## src/rtl/hazard_unit.sv

```systemverilog
// hazard_unit: stall/flush control for F/D and D/E1 (load-use, mul/div busy, taken branch).
// Latency: stall/flush outputs are combinational; MulDivBusy is registered (asserts the cycle after start).
// Backpressure: StallF/StallD hold the front end and FlushE1 bubbles E1; optional perf counters with HAZARD_PERF_EN.
module hazard_unit #(
    parameter int MULDIV_CYCLES = 32,
    parameter int CNT_W         = 6
) (
    input  logic       Clock,
    input  logic       nReset,
    input  logic       MemReadE1,
    input  logic       MemReadE2,
    input  logic [4:0] RAddrE1,
    input  logic [4:0] RAddrE2,
    input  logic [4:0] RsAddrD,
    input  logic [4:0] RtAddrD,
    input  logic       UsesRsD,
    input  logic       UsesRtD,
    input  logic       MulDivStartE1,
    input  logic       MulDivUseD,
    input  logic       BranchTakenE1,
    output logic       StallF,
    output logic       StallD,
    output logic       FlushD,
    output logic       FlushE1,
    output logic       MulDivBusy,
    output logic       MulDivDone
`ifdef HAZARD_PERF_EN
    ,
    output logic [31:0] StallCycles,
    output logic [15:0] FlushCount
`endif
);

    typedef enum logic {
        RUN  = 1'b0,
        BUSY = 1'b1
    } md_state_t;

    md_state_t        state_q, state_d;
    logic [CNT_W-1:0] cnt_q, cnt_d;
    logic             done_d;

    logic lu_e1, lu_e2, lu, mdh;

    // A load in E1 or E2 whose destination is a live, non-zero source of D
    // cannot be forwarded yet: the data only appears from M onward.
    always_comb begin
        lu_e1 = MemReadE1 && (RAddrE1 != 5'd0) &&
                ((UsesRsD && (RAddrE1 == RsAddrD)) || (UsesRtD && (RAddrE1 == RtAddrD)));
        lu_e2 = MemReadE2 && (RAddrE2 != 5'd0) &&
                ((UsesRsD && (RAddrE2 == RsAddrD)) || (UsesRtD && (RAddrE2 == RtAddrD)));
        lu    = lu_e1 || lu_e2;
        // The start cycle counts too: the unit is committed even before Busy rises.
        mdh   = MulDivUseD && ((state_q == BUSY) || MulDivStartE1);
    end

    // Mul/div busy window: next state, counter and the last-cycle pulse.
    always_comb begin
        state_d = state_q;
        cnt_d   = cnt_q;
        done_d  = 1'b0;
        case (state_q)
            RUN: begin
                if (MulDivStartE1) begin
                    state_d = BUSY;
                    cnt_d   = CNT_W'(MULDIV_CYCLES - 1);
                end
            end
            BUSY: begin
                // A start pulse here is a protocol violation and is ignored.
                if (cnt_q == '0) begin
                    done_d  = 1'b1;
                    state_d = RUN;
                end else begin
                    cnt_d = cnt_q - CNT_W'(1);
                end
            end
            default: begin
                state_d = RUN;
                cnt_d   = '0;
            end
        endcase
    end

    // Mul/div state register; reset aborts any window in flight.
    always_ff @(posedge Clock or negedge nReset) begin
        if (!nReset) begin
            state_q <= RUN;
            cnt_q   <= '0;
        end else begin
            state_q <= state_d;
            cnt_q   <= cnt_d;
        end
    end

    // Flush beats stall: a taken branch discards D, so D's hazard no longer matters.
    // Outputs are held low while reset is asserted.
    always_comb begin
        StallF  = 1'b0;
        StallD  = 1'b0;
        FlushD  = 1'b0;
        FlushE1 = 1'b0;
        if (nReset) begin
            if (BranchTakenE1) begin
                FlushD = 1'b1;
            end else if (lu || mdh) begin
                StallF  = 1'b1;
                StallD  = 1'b1;
                FlushE1 = 1'b1;
            end
        end
    end

    assign MulDivBusy = (state_q == BUSY);
    assign MulDivDone = done_d;

`ifdef HAZARD_PERF_EN
    logic [31:0] stall_cyc_q;
    logic [15:0] flush_cnt_q;

    // Stall cycles wrap; flush count saturates so it never misreports as small.
    always_ff @(posedge Clock or negedge nReset) begin
        if (!nReset) begin
            stall_cyc_q <= '0;
            flush_cnt_q <= '0;
        end else begin
            if (StallD) begin
                stall_cyc_q <= stall_cyc_q + 32'd1;
            end
            if (FlushD && (flush_cnt_q != 16'hFFFF)) begin
                flush_cnt_q <= flush_cnt_q + 16'd1;
            end
        end
    end

    assign StallCycles = stall_cyc_q;
    assign FlushCount  = flush_cnt_q;
`endif

endmodule

```

## config.mk

```make
export PLATFORM = sky130hd
export DESIGN_NAME = hazard_unit
export DESIGN_NICKNAME = d
export VERILOG_FILES = /design/src/rtl/hazard_unit.sv
export SDC_FILE = /design/constraint.sdc
export NUM_CORES = 1
export LEC_CHECK = 0
export ABC_CLOCK_PERIOD_IN_PS = 3400
export CORE_MARGIN = 2
export CORE_UTILIZATION = 40
export CTS_BUF_LIST = sky130_fd_sc_hd__clkbuf_4 sky130_fd_sc_hd__clkbuf_8
export DETAILED_ROUTE_END_ITERATION = 16
export PLACE_DENSITY = 0.82
export SYNTH_ARGS = -nofsm -noshare
export SYNTH_HDL_FRONTEND = slang
export SYNTH_SLANG_ARGS = --single-unit
```

## constraint.sdc

```tcl
create_clock -name Clock -period 3.4 [get_ports Clock]
set_input_delay 1.02 -clock Clock [delete_from_list [all_inputs] [get_ports Clock]]
set_output_delay 1.02 -clock Clock [all_outputs]
set_load 0.03 [all_outputs]
```

==> results by group <==
Status
  – Status: finished, final reports clean

Clock network
  – Root buf cell: clkbuf_4
  – Worst-path clk slew: 0.05 ns
  – H-tree depth: 1
  – CTS sink count: 7
  – CTS Buffer Depth: 2
  – CTS Buf Count: 3
  – TritonCTS clock tree: done
  – Worst skew pair latency: 0.25 ns

STA
  – Post-route setup TNS: 0 ns
  – Final Hold Fails: 0
  – Maximum clock rate: 298 MHz
  – Setup ws final: 0.0396 ns
  – Worst hold slack: 0.545 ns
  – Crit share post-route: 0.988
  – Slew margin rel.: 0.795
  – Final setup vio count: 0
  – Final Max Tran Viols: 0
  – RSZ-0062 raised after global routing: false
  – Period minus WS final: 3.36 ns
  – Final clock skew: 0.000143 ns
  – Worst Tran Pin Value: 0.307 ns

Logic synthesis
  – Post-Synthesis Cells: 75
  – Adder-cell share of the synthesized area: 0.0191
  – Synth Area in Simple Gates: 0.223
  – Syn_nets: 105
  – Synth Area in XOR/XNOR: 0.321
  – #FFs+latches synth: 7
  – Synth Area in Compound Gates: 0.116
  – Register area share after synthesis: 0.267
  – Synth Cell Area: 656 sq um
  – Average instance area after synthesis: 8.74 sq um
  – Largest family of logic cells by synthesized area: XOR/XNOR gates
  – Mux contribution to synthesized area: 0
  – Distinct cells, synth: 25
  – Cell taking the most area after synthesis: xnor2_1
  – Top cells by area, synth: xnor2_1 29%, dfrtp_1 27%, nand2_1 6.3%
  – Share of the synthesized area in the top cell type: 0.294
  – Synth warn: 0

Finish
  – Most frequent cells in the layout: 18 x xnor2_1, 15 x dlygate4sd2_1, 11 x nand2_1, 10 x clkdlybuf4s50_1, 8 x buf_4
  – Area growth, synth to finish: 67.6%
  – Layout cells sized above 1: 0.224
  – Antenna cell count: 0
  – Final nets: 147
  – Fillers: 121
  – Final core occ: 0.721
  – Commonest non-fill, non-tap cell in the layout: xnor2_1

Pwr
  – Peak supply drop: 0.369 mV
  – Lkg Pwr: 0.470 nW
  – Pwr/cell area: 443 mW/mm^2

Worst setup path
  – CP Capture Type: output pin
  – Crit Path Class: primary input to output pin
  – CP max FO: 3
  – CP startpoint kind: primary input
  – Worst EP arrival: 2.34 ns
  – Required time of the critical path: 2.38 ns

Floorplan
  – Core Region: 0.00152 sq mm
  – Die Wd: 44.5 um
  – Die area: 0.00198 sq mm
  – Initial Util: 0.430
  – Num rows: 14
  – Die Height: 44.5 um
  – Ports: 35

Drt
  – Drt first-iter violations: 11
  – First-pass DRT Iterations: 4
  – Drt wl/cell: 14.7 um
  – Number of remaining DRC errors: 0
  – Total Routed Length: 1940 um
  – Via-to-Cell Ratio: 5.30
  – DRT antenna net count: 0
  – DR vias: 700

Global routing
  – Initial antenna violation count: 0
  – Vias in the first global route: 759
  – GRT Total Usage: 0.216
  – First-pass GRT wire length: 3130 um
  – Final global-route overflow total: 0
  – Largest net degree at the start of global routing: 8

Placed design
  – Input/output buffers: 34
  – HPWL Detailed: 1530 um
  – Routability Congestion: 0.967
  – Place WS: -0.168 ns

Worst hold path
  – Hold WC Path Type: register to register

Job
  – Maxcap violations: 0
## where the power goes
part           leakage [nW]  total (mW)  switching, mW  internal (mW)
clock                0.0184      0.0849         0.0320         0.0528
combinational         0.372       0.237          0.116          0.121
sequential           0.0792       0.165         0.0408          0.124
## layer usage
metal | vias to the layer above | track usage | share of wire
met5 | - | 0 | 0
li1 | 340 | - | -
met1 | 319 | 0.224 | 0.37
met2 | 37 | 0.400 | 0.52
met4 | 0 | 0.103 | 0.013
met3 | 4 | 0.0490 | 0.094
## critical path: stages
cell	delay [ns]
dlygate4sd2_1	0.26
or4_1	0.52
o2111ai_1	0.18
o211ai_1	0.16
buf_4	0.20
## stage by stage
stage                     power [mW]  cell area [sq um]  std cells
after floorplan                0.309                656         75
after global placement         0.389               1030        128
after detailed placement       0.401               1030        128
after CTS                      0.484               1060        132
after global routing           0.522               1100        132
final                          0.487               1100        132
## final timing paths
| kind | start | to | slack [ns] | depth (start not counted) |
|---|---|---|---|---|
| worst min-delay path | cnt_q[0] | cnt_q[0] | 0.55 | 1 |
| max in group asynchronous | nReset | cnt_q[0] | 2.18 | 2 |
| min in group asynchronous | nReset | cnt_q[3] | 1.10 | 2 |
| worst max-delay path | RAddrE1[1] | StallF | 0.04 | 5 |
| worst min register to register | cnt_q[0] | cnt_q[0] | 0.55 | 1 |
| worst max register to register | cnt_q[0] | cnt_q[5] | 1.69 | 8 |
## state kept, by name, summed over array words and instances (netlist names)
register and flops:
cnt_q 6, MulDivBusy 1
## Yosys cell counts
cell type  count
xnor2_1       22
nand2_1       11
dfrtp_1        7
inv_1          4
nand4_1        4
buf_4          2
nor2_1         2
o2111ai_1      2
o21ai_0        2
o22ai_1        2
or4_1          2
xor2_1         2
a21o_4         1
a21oi_1        1
a32oi_1        1
and2_1         1
and3b_1        1
and4_1         1
clkinv_2       1
ha_1           1
nand3_1        1
nor2b_1        1
nor3_2         1
nor4_2         1
o211ai_1       1
## cell type report
class / instances / area, sq um / area share
multi-input combinational: 61 / 500 / 0.456
timing repair buffer: 39 / 353 / 0.321
sequential: 7 / 175 / 0.159
clock buffer: 4 / 30.0 / 0.0273
inverter: 5 / 20.0 / 0.0182
tap: 16 / 20.0 / 0.0182
## what timing repair did
action	4_1_cts	5_1_grt
pin swaps	8	4
setup buffers	0	0
gates resized for setup	26	9
cloned	0	0
setup endpoints to repair	3	3
hold buffers	0	0
## logic make-up (layout without fill, tap and decap cells)
logic type	count (synthesis)	count (layout)
compound gates	10	10
xor+xnor	24	24
fa+ha+maj	1	1
buf+inv	7	48
flops	7	7
simple gates	26	26
Power figures use the tool's default switching activity.
